<file path="src/rtl/noc_pkg.sv">
// ---------------------------------------------------------------------------
// noc_pkg
//   Shared switch definitions:
//     - output-port allocator FSM state encodings
//     - default number of input ports per output
//     - flit field offsets used by the crossbar datapath
//   No ports; imported by the allocator and its watchdog.
// ---------------------------------------------------------------------------
package noc_pkg;

    // Allocator FSM states
    localparam logic ST_IDLE   = 1'b0;
    localparam logic ST_LOCKED = 1'b1;

    // Default radix: inputs competing for one output port
    localparam int NOC_IN_N = 5;

    // Flit layout as seen by the crossbar: {tail, head, data}
    localparam int FLIT_DATA_LSB = 0;
    localparam int FLIT_DATA_W   = 32;
    localparam int FLIT_HEAD_BIT = FLIT_DATA_LSB + FLIT_DATA_W;
    localparam int FLIT_TAIL_BIT = FLIT_HEAD_BIT + 1;
    localparam int FLIT_W        = FLIT_TAIL_BIT + 1;

endpackage

</file>
<file path="src/rtl/out_port_wdt.sv">
// ---------------------------------------------------------------------------
// out_port_wdt
//   Lock watchdog for one output port. Counts consecutive locked cycles
//   with no flit transfer; on reaching WDT_CYCLES it pulses expire_o (which
//   the allocator uses to drop the lock) and sets a sticky error flag.
//   Ports:
//     clk_i, rst_i   clock, async active-high reset
//     locked_i       port currently held by a packet
//     xfer_i         a flit moved through the port this cycle
//     expire_o       combinational: this cycle is the last allowed stall
//     err_o          sticky error, cleared only by reset
// ---------------------------------------------------------------------------
module out_port_wdt
    import noc_pkg::*;
#(
    parameter int WDT_CYCLES = 64
) (
    input  logic clk_i,
    input  logic rst_i,
    input  logic locked_i,
    input  logic xfer_i,
    output logic expire_o,
    output logic err_o
);

    localparam int CNT_W = $clog2(WDT_CYCLES + 1);

    logic [CNT_W-1:0] cnt_q, cnt_d;
    logic             err_q, err_d;

    // The stalled cycle that would bring the count to WDT_CYCLES is the one
    // that releases the lock, so the port is idle on the following cycle.
    assign expire_o = locked_i && !xfer_i && (cnt_q == CNT_W'(WDT_CYCLES - 1));
    assign err_o    = err_q;

    always_comb begin
        cnt_d = cnt_q;
        err_d = err_q;
        if (!locked_i || xfer_i || expire_o) begin
            cnt_d = '0;
        end else begin
            cnt_d = cnt_q + 1'b1;
        end
        if (expire_o) begin
            err_d = 1'b1;
        end
    end

    always_ff @(posedge clk_i or posedge rst_i) begin
        if (rst_i) begin
            cnt_q <= '0;
            err_q <= 1'b0;
        end else begin
            cnt_q <= cnt_d;
            err_q <= err_d;
        end
    end

endmodule

</file>
<file path="src/rtl/out_port_alloc.sv">
// ---------------------------------------------------------------------------
// out_port_alloc
//   Per-output-port allocation stage behind the round-robin matrix arbiter.
//   Masks requests into the arbiter, latches its binary grant, and holds the
//   port for the winner until the tail flit transfers (wormhole lock).
//   Optional lock watchdog: compile with OUT_PORT_WATCHDOG_EN.
//   Ports:
//     clk_i, rst_i        clock, async active-high reset
//     req_i               per-input request (head flit at buffer front)
//     flit_vld_i          per-input front flit valid
//     flit_tail_i         per-input front flit is a tail
//     out_rdy_i           downstream accepts a flit
//     arb_req_o           masked requests to the arbiter
//     grant_i/grant_vld_i arbiter binary grant
//     xbar_sel_o          crossbar select (held owner)
//     xbar_vld_o          output flit valid
//     in_rd_o             one-hot pop strobe to the owning input buffer
//     locked_o            port held by a packet
//     wdt_err_o           sticky watchdog error (watchdog builds only)
// ---------------------------------------------------------------------------
module out_port_alloc
    import noc_pkg::*;
#(
    parameter  int IN_N       = NOC_IN_N,
    parameter  int WDT_CYCLES = 64,
    localparam int SEL_W      = $clog2(IN_N)
) (
    input  logic             clk_i,
    input  logic             rst_i,
    input  logic [IN_N-1:0]  req_i,
    input  logic [IN_N-1:0]  flit_vld_i,
    input  logic [IN_N-1:0]  flit_tail_i,
    input  logic             out_rdy_i,
    output logic [IN_N-1:0]  arb_req_o,
    input  logic [SEL_W-1:0] grant_i,
    input  logic             grant_vld_i,
    output logic [SEL_W-1:0] xbar_sel_o,
    output logic             xbar_vld_o,
    output logic [IN_N-1:0]  in_rd_o,
    output logic             locked_o
`ifdef OUT_PORT_WATCHDOG_EN
    ,
    output logic             wdt_err_o
`endif
);

    // Elaboration guards: a one-input port has no select, and a zero
    // watchdog limit would never let a packet through.
    if (IN_N < 2) begin : g_bad_in_n
        $error("out_port_alloc: IN_N must be at least 2");
    end
    if (WDT_CYCLES < 1) begin : g_bad_wdt
        $error("out_port_alloc: WDT_CYCLES must be positive");
    end

    logic             state_q, state_d;
    logic [SEL_W-1:0] sel_q, sel_d;
    logic             grant_ok;
    logic             xfer;
    logic             wdt_expire;

    // Out-of-range grants cannot select a real input, so they never lock.
    assign grant_ok = grant_vld_i && ({1'b0, grant_i} < (SEL_W + 1)'(IN_N));
    assign xfer     = (state_q == ST_LOCKED) && flit_vld_i[sel_q] && out_rdy_i;

    assign xbar_sel_o = sel_q;
    assign locked_o   = (state_q == ST_LOCKED);

    always_comb begin
        state_d    = state_q;
        sel_d      = sel_q;
        arb_req_o  = '0;
        xbar_vld_o = 1'b0;
        in_rd_o    = '0;
        case (state_q)
            ST_IDLE: begin
                // Gated by reset so every output reads zero while held.
                arb_req_o = rst_i ? '0 : (req_i & flit_vld_i);
                if (grant_ok) begin
                    sel_d   = grant_i;
                    state_d = ST_LOCKED;
                end
            end
            default: begin
                // Requests stay masked here: the arbiter rotates priority on
                // every grant, so it must not see competition while held.
                xbar_vld_o = flit_vld_i[sel_q];
                if (xfer) begin
                    in_rd_o = IN_N'(1) << sel_q;
                end
                if ((xfer && flit_tail_i[sel_q]) || wdt_expire) begin
                    state_d = ST_IDLE;
                end
            end
        endcase
    end

    always_ff @(posedge clk_i or posedge rst_i) begin
        if (rst_i) begin
            state_q <= ST_IDLE;
            sel_q   <= '0;
        end else begin
            state_q <= state_d;
            sel_q   <= sel_d;
        end
    end

`ifdef OUT_PORT_WATCHDOG_EN
    out_port_wdt #(
        .WDT_CYCLES (WDT_CYCLES)
    ) u_wdt (
        .clk_i    (clk_i),
        .rst_i    (rst_i),
        .locked_i (state_q == ST_LOCKED),
        .xfer_i   (xfer),
        .expire_o (wdt_expire),
        .err_o    (wdt_err_o)
    );
`else
    assign wdt_expire = 1'b0;
`endif

endmodule
</file>
<file path="config.mk">
export PLATFORM = sky130hd
export DESIGN_NAME = out_port_alloc
export DESIGN_NICKNAME = d
export VERILOG_FILES = /design/src/rtl/noc_pkg.sv /design/src/rtl/out_port_wdt.sv /design/src/rtl/out_port_alloc.sv
export SDC_FILE = /design/constraint.sdc
export NUM_CORES = 1
export LEC_CHECK = 0
export CORE_AREA = 2 2 39 41
export CTS_BUF_LIST = sky130_fd_sc_hd__clkbuf_2 sky130_fd_sc_hd__clkbuf_4 sky130_fd_sc_hd__clkbuf_8
export CTS_CLUSTER_DIAMETER = 100
export DETAILED_ROUTE_END_ITERATION = 6
export DIE_AREA = 0 0 41 43
export GPL_TIMING_DRIVEN = 1
export MAX_ROUTING_LAYER = met4
export PLACE_DENSITY = 0.78
export REMOVE_ABC_BUFFERS = 1
export SKIP_LAST_GASP = 1
export SYNTH_ARGS = -nofsm -noshare
export SYNTH_HDL_FRONTEND = slang
export SYNTH_SLANG_ARGS = --single-unit
</file>
<file path="constraint.sdc">
create_clock -name clk_i -period 2.5 [get_ports clk_i]
set_input_delay 0.375 -clock clk_i [delete_from_list [all_inputs] [get_ports clk_i]]
set_output_delay 0.375 -clock clk_i [all_outputs]
set_load 0.05 [all_outputs]
</file>
Yosys cells after proc, flatten, opt, wreduce, memory -nomap -nowiden:

Cells that the tools add are included.

* output and inout port bits: 15
* bits in latches: 0
* input bits: 22
* memories kept: 0
* flip-flop bits (word level): 4
* logic and storage cells: 24
* bits in read-only memories: 0
* bits in writable memories: 0

* reductions and logical operators: 5
* equal/unequal tests: 0
* order comparisons: 2
* muxes and demuxes: 12
* $mul: 0
* bitwise logic cells: 2
* shift-type cells: 1
* div/mod/pow operators: 0
* add/sub/neg operators: 0

Operator list (number)
* $mux W5: 4
* $bmux W1 S3: 2
* $mux W1: 6
* $and A5 B5 Y5: 1
* $shl A1 B3 Y5 const A: 1
* $logic_and A1 B1 Y1: 4
* $lt A3 B4 Y1 const B: 1
* $lt A3 B3 Y1 const B: 1
* $reduce_and A2 Y1: 1
* $not A1 Y1: 1

Depth between registers and ports, before layout:

Gate-level depths: netlist (run 1).

* word-level depth: 7
* depth in mapped cells: 5
* gate-level depth less buffers: 4

Worst setup path after synthesis (run 1):

No wires, ideal clock.

* kind: register to output
* start point: register sel_q[0] (netlist: xbar_sel_o[0])
* end point: output in_rd_o[0]
* data arrival time: 2409 ps
* data required time: 2125 ps
* path buffers: 1
* slack: -284 ps
* cell stages (with the launch flop): 4
* cells stage by stage: dfrtp_1 -> buf_6 -> nand2b_4 -> nor4_1

* longest elaborated chain between the ends: 6
* elaborated cells on any way between the ends: 7
* those cells by class: 1 x shift; 4 x mux; 2 x reduce/logical

RTL lines
* start, declared: RTL line out_port_alloc.sv:57 `logic [SEL_W-1:0] sel_q, sel_d;`
* start signal, assigned: RTL line out_port_alloc.sv:104 `sel_q <= sel_d;`
* $bmux W1 S3: RTL line out_port_alloc.sv:64 `assign xfer = (state_q == ST_LOCKED) && flit_vld_i[sel_q] && out_rdy_i;`
* $mux W1 (implied by the code): RTL line out_port_alloc.sv:64
* $logic_and A1 B1 Y1 (2 in a row): RTL line out_port_alloc.sv:64
* $mux W5 *: RTL line out_port_alloc.sv:88 `if (xfer) begin`
* $mux W5 *: RTL line out_port_alloc.sv:75 `case (state_q)`
* end, declared: RTL line out_port_alloc.sv:39 `output logic [IN_N-1:0] in_rd_o,`

Mark *: on every way between the ends. The rest lies on a longest branch, timed or not. The select of a mux whose other input is x is not followed.

Final worst setup path (run 1):

* start point: register sel_q[0] (netlist: xbar_sel_o[0])
* end point: output xbar_sel_o[0]

RTL lines
* end, declared: RTL line out_port_alloc.sv:37 `output logic [SEL_W-1:0] xbar_sel_o,`

No word-level cell between the ends.

==> impl_results.md, run 1 <==
* Status: finished, final reports clean
* PortBufs at 36
* Tmin final at around 2.0 ns
* Vias per cell at just over 5
* Fin Clk Skew at about 0.0006 ns
* Vias in the first global route at between 400 and 500
* Final setup violation count at 0
* Remaining DRCs at 0
* RSZ-0062 raised after global routing: no
* VDD IR max at 498 uV
* H-tree levels at 1
* Post-CTS setup buffers at 0
* Share of cells above drive strength 1 at 0.302
* Hold violation total from the final report at 0
* Met2 Resource Use GR at 0.241
* Sum Neg Setup Slack at 0 ns
* Final setup margin at between 0.4 and 0.5 ns
* Kind of critical path: register to output port
* Non-Filler Instances at around 100
* Adder-cell share of the synthesized area at 0
* Grt ovf at 0
* Cell variety after synth at 27
* Most frequent cells in the layout: clkdlybuf4s50_1 (25), buf_4 (7), nand2_1 (5), and3_1 (5)
* Die Ht at about 43 um
* Dpl cells at 99
* Post-CTS Hold Buffers at 0
* Post-synthesis mux area share at 0.0769
* Place WS at about 0.49 ns
* Hold crit path type: primary input to async pin
* Gp weighted congestion at 0.714
* TritonRoute pass-1 iters at 4
* Slowest CP cell: clkdlybuf4s50_1
* Worst-Skew Late Latency at around 0.23 ns
* Via count at approximately 520
* # diodes at 0
* TritonCTS buffer count at 3
* Cell area after placement at 798 um^2
* Number of cells produced by synthesis at 50
* Global Route met3 Usage at 0.0314
* Crit path max fanout at 11
* Ys Warns at 0
* Initial DRC count at 3
* CTS tree: yes
* Post-Synth Simple-Gate Area at 0.420
* CP endpoint kind: output port
* Post-DRT Antenna Nets at 0
* Sequential area share after synthesis at 0.237
* R2R depth at 4
* Critical-path cell list: clkdlybuf4s50_1
* Main combinational cell family by area after synthesis: simple AND/OR/NAND/NOR gates
* Initial antenna violation count at 0
* Crit path buf inv count at 1
* Most used routing layer in global routing: met2
* Synth Area in XOR/XNOR at 0
* Synthesized area per cell at roughly 8.5 um^2
* Fraction of met1 tracks used by global routing at 0.161
* CTS sink count at 4
* Min Hold Slack at between 0.3 and 0.4 ns
* WL/cell at roughly 13 um
* First-pass GRT wire length at 1840 um
* Starting Density at 0.306
* Num rows at 14
* Pwr Density at about 960 mW/mm^2
* Worst Tran Pin Value at just under 0.5 ns
* Layout area overhead at 94.1%
* Die W at 41 um
* Largest net degree at the start of global routing at 12
* Tot Pwr at between 700 and 800 uW
* Cell family with most CP delay: buffers and inverters
* Number of synthesized register bits at 4
* Commonest non-fill, non-tap cell in the layout: clkdlybuf4s50_1
* CTS max path bufs at 2
* # nets final at 110
* Slew Limit Fails at 0
* Clk root buf: clkbuf_4
* GRT Overall Usage at 0.154
* Stages on worst setup path at 1
* Core Util, Final at 0.593
* Leakage at 0.360 nW
* Crit share post-route at 0.808
* Post-route cell area at just over 800 um^2
* CP required at 2.12 ns
* Startpoint types: register
* Compound-Gate Fraction of Synth Area at 0.175
* Max-slew headroom at 0.670
* CP peak stage delay at 0.87 ns
* WL final at 1290 um
* Clock transition at path regs at 0.04 ns
* Core ar. at 0.00138 mm^2
* Post_cts resized at 0
* Fmax at about 0.5 GHz
* Post-DP HPWL at 1040 um
* Die area at 0.00176 mm^2
* Io pins at 37
* Data arrival, critical path at 1.64 ns
* Cell Area, Synth at 423 um^2
* Max_cap viols at 0
## synth_stat cells (all sizes together)
cell | number | share of area
a31o | 1 | 0.021
o211ai | 1 | 0.018
and3 | 5 | 0.074
inv | 3 | 0.027
mux2 | 2 | 0.053
nor2 | 4 | 0.047
o221a | 1 | 0.027
o21ai | 3 | 0.035
o221ai | 1 | 0.021
mux2i | 1 | 0.024
a21oi | 3 | 0.053
buf | 3 | 0.065
nand3b | 3 | 0.062
nor3b | 2 | 0.035
or3 | 1 | 0.027
nor4 | 2 | 0.030
nand2 | 5 | 0.044
dfrtp | 4 | 0.24
nand2b | 2 | 0.065
nor3 | 1 | 0.012
nand3 | 2 | 0.024
## path summary, 6_finish.rpt
path                            slack, ns            end          start
max in group asynchronous            1.99       locked_o          rst_i
worst min-delay path                 0.36  xbar_sel_o[0]          rst_i
worst min register to register       0.69       locked_o       locked_o
min in group clk_i                   0.69       locked_o       locked_o
worst max-delay path                 0.48  xbar_sel_o[0]  xbar_sel_o[0]
worst max register to register       1.13       locked_o  xbar_sel_o[0]
## final cells by class
type                            count  area [um^2]
Fill cell                         123          563
Sequential cell                     4          100
Multi-Input combinational cell     40          284
Clock buffer                        3         22.5
Inverter                            3         11.3
Tap cell                           16         20.0
Timing Repair Buffer               36          383
## logic make-up (layout without fill, tap and decap cells)
group,count (synthesis),after routing
DFF,4,4
buffers and inverters,6,42
muxes,3,3
and+or+nand+nor,27,27
AOI/OAI and AO/OA,10,10
## sequential cells by signal, summed over array words and instances, names as in the netlist
name / count
xbar_sel_o: 3
locked_o: 1
## metal layers
| layer | share of wire | wire length (um) | up-vias |
|---|---|---|---|
| li1 | - | - | 256 |
| met1 | 0.41 | 533 | 242 |
| met2 | 0.44 | 572 | 26 |
| met3 | 0.14 | 181 | 0 |
| met4 | 0 | 0 | 0 |
| met5 | 0 | 0 | - |
## power by group
group	switching [mW]	leakage, nW	internal [mW]
registers	0.0767	0.0446	0.0918
clock network	0.0229	0.0138	0.0535
logic	0.297	0.301	0.248
total	0.397	0.360	0.393
Note: power is estimated with default switching activity, not from simulation.
==> run 2: changes to the inputs <==
--- a/config.mk
+++ b/config.mk
@@ -5,14 +5,13 @@
 export SDC_FILE = /design/constraint.sdc
 export NUM_CORES = 1
 export LEC_CHECK = 0
-export CORE_AREA = 2 2 39 41
+export CORE_UTILIZATION = 28
 export CTS_BUF_LIST = sky130_fd_sc_hd__clkbuf_2 sky130_fd_sc_hd__clkbuf_4 sky130_fd_sc_hd__clkbuf_8
 export CTS_CLUSTER_DIAMETER = 100
 export DETAILED_ROUTE_END_ITERATION = 6
-export DIE_AREA = 0 0 41 43
 export GPL_TIMING_DRIVEN = 1
 export MAX_ROUTING_LAYER = met4
-export PLACE_DENSITY = 0.78
+export PLACE_DENSITY = 0.73
 export REMOVE_ABC_BUFFERS = 1
 export SKIP_LAST_GASP = 1
 export SYNTH_ARGS = -nofsm -noshare
==> constraint.sdc (replaced) <==
create_clock -name clk_i -period 1.82 [get_ports clk_i]
set_input_delay 0.273 -clock clk_i [delete_from_list [all_inputs] [get_ports clk_i]]
set_output_delay 0.273 -clock clk_i [all_outputs]
set_load 0.05 [all_outputs]
==> run 2 against run 1 <==
Wire length is 2.8% higher. Worst hold slack worse by 0.072 ns. Global-route usage is 2.3 points higher. Largest cell class unchanged. Sequential share of layout area is 1.3 points lower. Utilization is 10 points higher. Non-clock buffer count is 4 higher. Via count is 1.5% higher. Critical endpoint is now in_rd_o[2]. Setup slack worse by 0.44 ns. Die area is 5.3% lower. Sequential power is 30% higher. First-iteration DRC count stayed put. Final cell count is 2.9% higher.
==> impl_results.md, run 2 (synthesis gave the netlist of run 1 again) <==
* Crit share post-route at 0.979
* TritonCTS buffer count at 3 (unchanged)
* Final setup violation count at 0 (unchanged)
* Crit path buf inv count at 2 (+1)
* Slowest CP cell: clkdlybuf4s50_1
* Worst Tran Pin Value at 0.335 ns (-0.159 ns)
* CTS sink count at 4 (unchanged)
* Data arrival, critical path at 1.51 ns (-0.13 ns)
* Share of cells above drive strength 1 at 0.422 (+0.120)
* Starting Density at 0.313 (+0.00765)
* TritonRoute pass-1 iters at 4 (unchanged)
* Startpoint types: primary input
* Net Sw Frac at 0.497 (-0.00578)
* Critical Path Sink: in_rd_o[2]
* # diodes at 0 (unchanged)
* Clock transition at path regs at 0.03 ns (about the same)
* Commonest non-fill, non-tap cell in the layout: clkdlybuf4s50_1
* Vias per cell at 5.07 (-1.4%)
* First-pass GRT wire length at 1840 um (unchanged)
* Io pins at 37 (unchanged)
* Tot Pwr at 1.15 mW (+45%)
* Cell family with most CP delay: buffers and inverters
* Post-DP HPWL at 1070 um (+3.3%)
* Leakage at 0.401 nW (+11%)
* Status: finished, final reports clean
* Tmin final at 1.78 ns
* Clk root buf: clkbuf_4
* Reg2reg end: locked_o
* PortBufs at 36 (unchanged)
* RR Startpoint: xbar_sel_o[0]
* CP endpoint kind: output port
* Internal power at 577 uW (+47%)
* Critical-path cell list: clkdlybuf4s50_1 > nand2_1 > or3_4 > nor2_2 > buf_12
* Die W at 40.9 um (-0.33%)
* Max-slew headroom at 0.775 (+0.105)
* Sum Neg Setup Slack at 0 ns (unchanged)
* GRT Overall Usage at 0.178 (+0.0235)
* Max reg flops at 3 (unchanged)
* Remaining DRCs at 0 (unchanged)
* H-tree levels at 1 (unchanged)
* Fmax at approximately 0.56 GHz
* Largest net degree at the start of global routing at 12 (unchanged)
* R2R depth at 4 (unchanged)
* CP required at 1.55 ns (-0.57 ns)
* Stages on worst setup path at 5 (+4)
* Hold violation total from the final report at 0 (unchanged)
* Clock share of power at 0.091 (-0.006)
* Slew Limit Fails at 0 (unchanged)
* Worst-Skew Late Latency at 0.23 ns (about the same)
* WL final at 1320 um (+2.8%)
* WL/cell at 12.6 um (-0.14%)
* Vias in the first global route at 439 (-6.8%)
* Core ar. at 0.00135 mm^2 (-2.4%)
* Via count at 532 (+1.5%)
* CTS tree: yes
* Initial antenna violation count at 0 (unchanged)
* VDD IR max at 757 uV (+52%)
* CP peak stage delay at 0.52 ns (-0.35 ns)
* Post-CTS setup buffers at 0 (unchanged)
* Post-DRT Antenna Nets at 0 (unchanged)
* Worst Setup SP: out_rdy_i
* Gp weighted congestion at 0.760 (+6.5%)
* FF-to-FF setup slack at 0.56 ns (-0.57 ns)
* Max_cap viols at 0 (unchanged)
* Grt ovf at 0 (unchanged)
* Fin Clk Skew at 0.000547 ns (-0.0000656 ns)
* Layout area overhead at 123%
* Most frequent cells in the layout: clkdlybuf4s50_1 (21), buf_12 (11), buf_4 (8), nand2_1 (5), and3_1 (5)
* # fillers at 103 (-16%)
* # nets final at 114 (+3.6%)
* Kind of critical path: primary input to output port
* Gate power share at 0.717 (+0.027)
* CTS max path bufs at 2 (unchanged)
* Die area at 0.00167 mm^2 (-5.3%)
* Initial DRC count at 3 (unchanged)
* Die Ht at 40.9 um (-5.0%)
* Part of the power in registers at 0.192 (-0.021)
* Post-CTS Hold Buffers at 0 (unchanged)
* Num rows at 13 (-1)
* Crit path max fanout at 3 (-8)
* Hold crit path type: primary input to async pin
* Psw at 569 uW (+43%)
* Pwr Density at 1220 mW/mm^2 (+26%)
* RSZ-0062 raised after global routing: no
## run 2: metal layers
metal | part of all wire | global-route usage | up-vias
li1 | - | - | 264
met3 | 0.14 | 0.0598 | 0
met1 | 0.46 | 0.213 | 239
met2 | 0.41 | 0.262 | 29
met4 | 0 | 0.0917 | 0
met5 | 0 | - | -
## run 2: power groups by stage
stage               logic [mW]  clock network (mW)  registers, mW
finish                   0.822               0.104          0.220
CTS                      0.814               0.111          0.211
detailed placement       0.813                   0          0.212
global route             0.866               0.111          0.228
global placement         0.804                   0          0.210
floorplan                0.349                   0          0.334
## run 2: repair_timing
action	4_1_cts	5_1_grt
hold endpoints to repair	0	0
setup endpoints to repair	0	4
gates resized for setup	0	4
## run 2: how the worst min path moves through the flow
stage                     startpoint       endpoint  cells after the start
after CTS                      rst_i  xbar_sel_o[1]                      2
after global routing           rst_i  xbar_sel_o[1]                      2
after floorplan                rst_i       locked_o                      1
final                          rst_i  xbar_sel_o[1]                      2
after detailed placement       rst_i  xbar_sel_o[0]                      2
after global placement         rst_i  xbar_sel_o[0]                      2
## run 2: final cells by class
cell class,count,area [um^2],share of cell area
timing repair buffer,40,490,0.521
multi-input combinational,40,297,0.315
sequential,4,103,0.109
clock buffer,3,22.5,0.0239
tap,15,18.8,0.0199
inverter,3,11.3,0.0120
## run 2: worst reg2reg max path, stage by stage (launching register included)
cell and delay, ns:
dfrtp_2 0.47, nand2b_4 0.18, a21oi_2 0.14, o221ai_1 0.15, a31o_1 0.20
## run 2: stage by stage
step                      area, um^2  hold WS (ns)  setup WS, ns  utilization  std cells
after global placement           905         0.516        0.0687        0.670        102
after floorplan                  395        0.0391        -0.890            -         47
after global routing             942         0.322      0.000225        0.698        105
after detailed placement         905         0.534        0.0514        0.670        102
final                            942         0.292        0.0385        0.698        105
after CTS                        927         0.293        0.0337        0.687        105
==> run 3: changes to the inputs <==
--- a/config.mk
+++ b/config.mk
@@ -17,3 +17,4 @@
 export SYNTH_ARGS = -nofsm -noshare
 export SYNTH_HDL_FRONTEND = slang
 export SYNTH_SLANG_ARGS = --single-unit
+export TNS_END_PERCENT = 50
==> run 3 against run 2 <==
Combinational power fell by 0.5%. Register-to-register slack worse by 0.03 ns. Cell area down 0.80%. Wire length is 0.23% lower. Via count fell by 0.94%. Clock power is essentially flat. Non-clock buffer count is the same. Clock skew about the same. Count of clock-buffer cells in the layout is the same. Flip-flop and latch count unchanged. Critical path type unchanged. Largest cell class unchanged. Highest routed layer unchanged.
==> impl_results.md, run 3 (synthesis gave the netlist of run 1 again) <==
* Status: finished, final reports clean
* Tmin final at 1.79 ns (+0.00516 ns)
* Fmax at 0.560 GHz (-0.29%)
* Worst-Skew Late Latency at 0.23 ns (about the same)
* Crit path max fanout at 3 (unchanged)
* Remaining DRCs at 0 (unchanged)
* Slowest CP cell: clkdlybuf4s50_1
* Post-DRT Antenna Nets at 0 (unchanged)
* Min Hold Slack at 0.292 ns (-0.000449 ns)
* CP endpoint kind: output port
* CP required at 1.55 ns (about the same)
* Core ar. at 0.00135 mm^2 (unchanged)
* Fin Clk Skew at 0.000807 ns (+0.000261 ns)
* First-pass GRT wire length at 1840 um (unchanged)
* Non-Filler Instances at 105 (unchanged)
* Hold crit path type: primary input to async pin
* Die area at 0.00167 mm^2 (unchanged)
* Core Util, Final at 0.692 (-0.00556)
* Largest net degree at the start of global routing at 12 (unchanged)
* Grt ovf at 0 (unchanged)
* Startpoint types: primary input
* Die W at 40.9 um (unchanged)
* Max reg flops at 3 (unchanged)
* TritonRoute pass-1 iters at 4 (unchanged)
* Place WS at 0.0514 ns (unchanged)
* Die Ht at 40.9 um (unchanged)
* CTS tree: yes
* Kind of critical path: primary input to output port
* CTS max path bufs at 2 (unchanged)
* Via count at 527 (-0.94%)
* Post-CTS Hold Buffers at 0 (unchanged)
* Slew Limit Fails at 0 (unchanged)
* Tot Pwr at 1.14 mW (-0.88%)
* Data arrival, critical path at 1.51 ns (about the same)
* TritonCTS buffer count at 3 (unchanged)
* Clk root buf: clkbuf_4
* Max_cap viols at 0 (unchanged)
* Post-CTS setup buffers at 0 (unchanged)
* Dpl cells at 102 (unchanged)
* Worst Setup SP: out_rdy_i
* Post_cts resized at 0 (unchanged)
* CP peak stage delay at 0.52 ns (about the same)
* Sum Neg Setup Slack at 0 ns (unchanged)
* Vias per cell at 5.02 (-0.94%)
* CTS sink count at 4 (unchanged)
* Share of cells above drive strength 1 at 0.400 (-0.0222)
* RSZ-0062 raised after global routing: yes
* Commonest non-fill, non-tap cell in the layout: clkdlybuf4s50_1
* Layout area overhead at 121%
* Initial antenna violation count at 0 (unchanged)
* # nets final at 114 (unchanged)
* WL final at 1320 um (-0.23%)
* Pwr Density at 1220 mW/mm^2 (about the same)
* # fillers at 102 (-0.97%)
* Clock transition at path regs at 0.03 ns (about the same)
* WL/cell at 12.6 um (-0.23%)
* PortBufs at 36 (unchanged)
* Most frequent cells in the layout: clkdlybuf4s50_1 (21), buf_12 (11), buf_4 (8), nand2_1 (5), and3_1 (5)
* Vias in the first global route at 439 (unchanged)
* Post-route cell area at 935 um^2 (-0.80%)
* VDD IR max at 725 uV (-4.3%)
* Hold violation total from the final report at 0 (unchanged)
* Initial DRC count at 10 (+7)
* Post-DP HPWL at 1070 um (unchanged)
* Leakage at 0.401 nW (+0.13%)
* Gp weighted congestion at 0.760 (unchanged)
* RR Startpoint: xbar_sel_o[2]
* Worst Tran Pin Value at 0.366 ns (+0.0306 ns)
* Cell area after placement at 905 um^2 (unchanged)
* Crit share post-route at 0.982 (+0.00283)
* GRT Overall Usage at 0.178 (unchanged)
* Final setup violation count at 0 (unchanged)
* Max-slew headroom at 0.756 (-0.0187)
* Critical-path cell list: clkdlybuf4s50_1 > nand2_1 > buf_4 > nor4_1 > buf_4 > buf_12
* Io pins at 37 (unchanged)
* Final setup margin at 0.0333 ns (-0.00516 ns)
* Most frequent CP cell: buf_4
* # diodes at 0 (unchanged)
* H-tree levels at 1 (unchanged)
* Num rows at 13 (unchanged)
* Starting Density at 0.313 (unchanged)
-- run 3: cell counts in the layout (fill, tap and decap cells not counted) --
Identical to the previous run, type by type.
-- run 3: cell type report --
| class | count | area, um^2 | share of cell area |
|---|---|---|---|
| Clock buffer | 3 | 22.5 | 0.0241 |
| Timing Repair Buffer | 40 | 490 | 0.525 |
| Multi-Input combinational cell | 40 | 290 | 0.311 |
| Sequential cell | 4 | 101 | 0.108 |
| Tap cell | 15 | 18.8 | 0.0201 |
| Inverter | 3 | 11.3 | 0.0120 |
-- run 3: worst max-delay path: cells and delay by family --
family,cells,cell delay [ns]
buffers and inverters,4,0.96
AND/OR/NAND/NOR,2,0.28
-- run 3: final timing paths --
kind / slack [ns] / depth (start not counted) / endpoint
worst max-delay path: 0.03 / 6 / in_rd_o[1]
worst min-delay path: 0.29 / 2 / xbar_sel_o[1]
worst max register to register: 0.53 / 4 / locked_o
worst min register to register: 0.67 / 1 / xbar_sel_o[0]
max in group asynchronous: 1.37 / 2 / xbar_sel_o[0]
min in group clk_i: 0.67 / 1 / xbar_sel_o[0]
-- run 3: per-layer routing --
layer	vias up	global-route usage	routed length, um
met3	0	0.0598	179
met4	0	0.0917	0
met5	-	-	0
met2	29	0.262	545
li1	266	-	-
met1	232	0.213	594
-- run 3: report_power, final --
| group | total (mW) | leakage, nW | switching [mW] | internal (mW) |
|---|---|---|---|---|
| Clock | 0.104 | 0.0138 | 0.0305 | 0.0734 |
| Combinational | 0.818 | 0.344 | 0.447 | 0.371 |
| Sequential | 0.215 | 0.0435 | 0.0855 | 0.129 |
| Total | 1.14 | 0.401 | 0.563 | 0.573 |
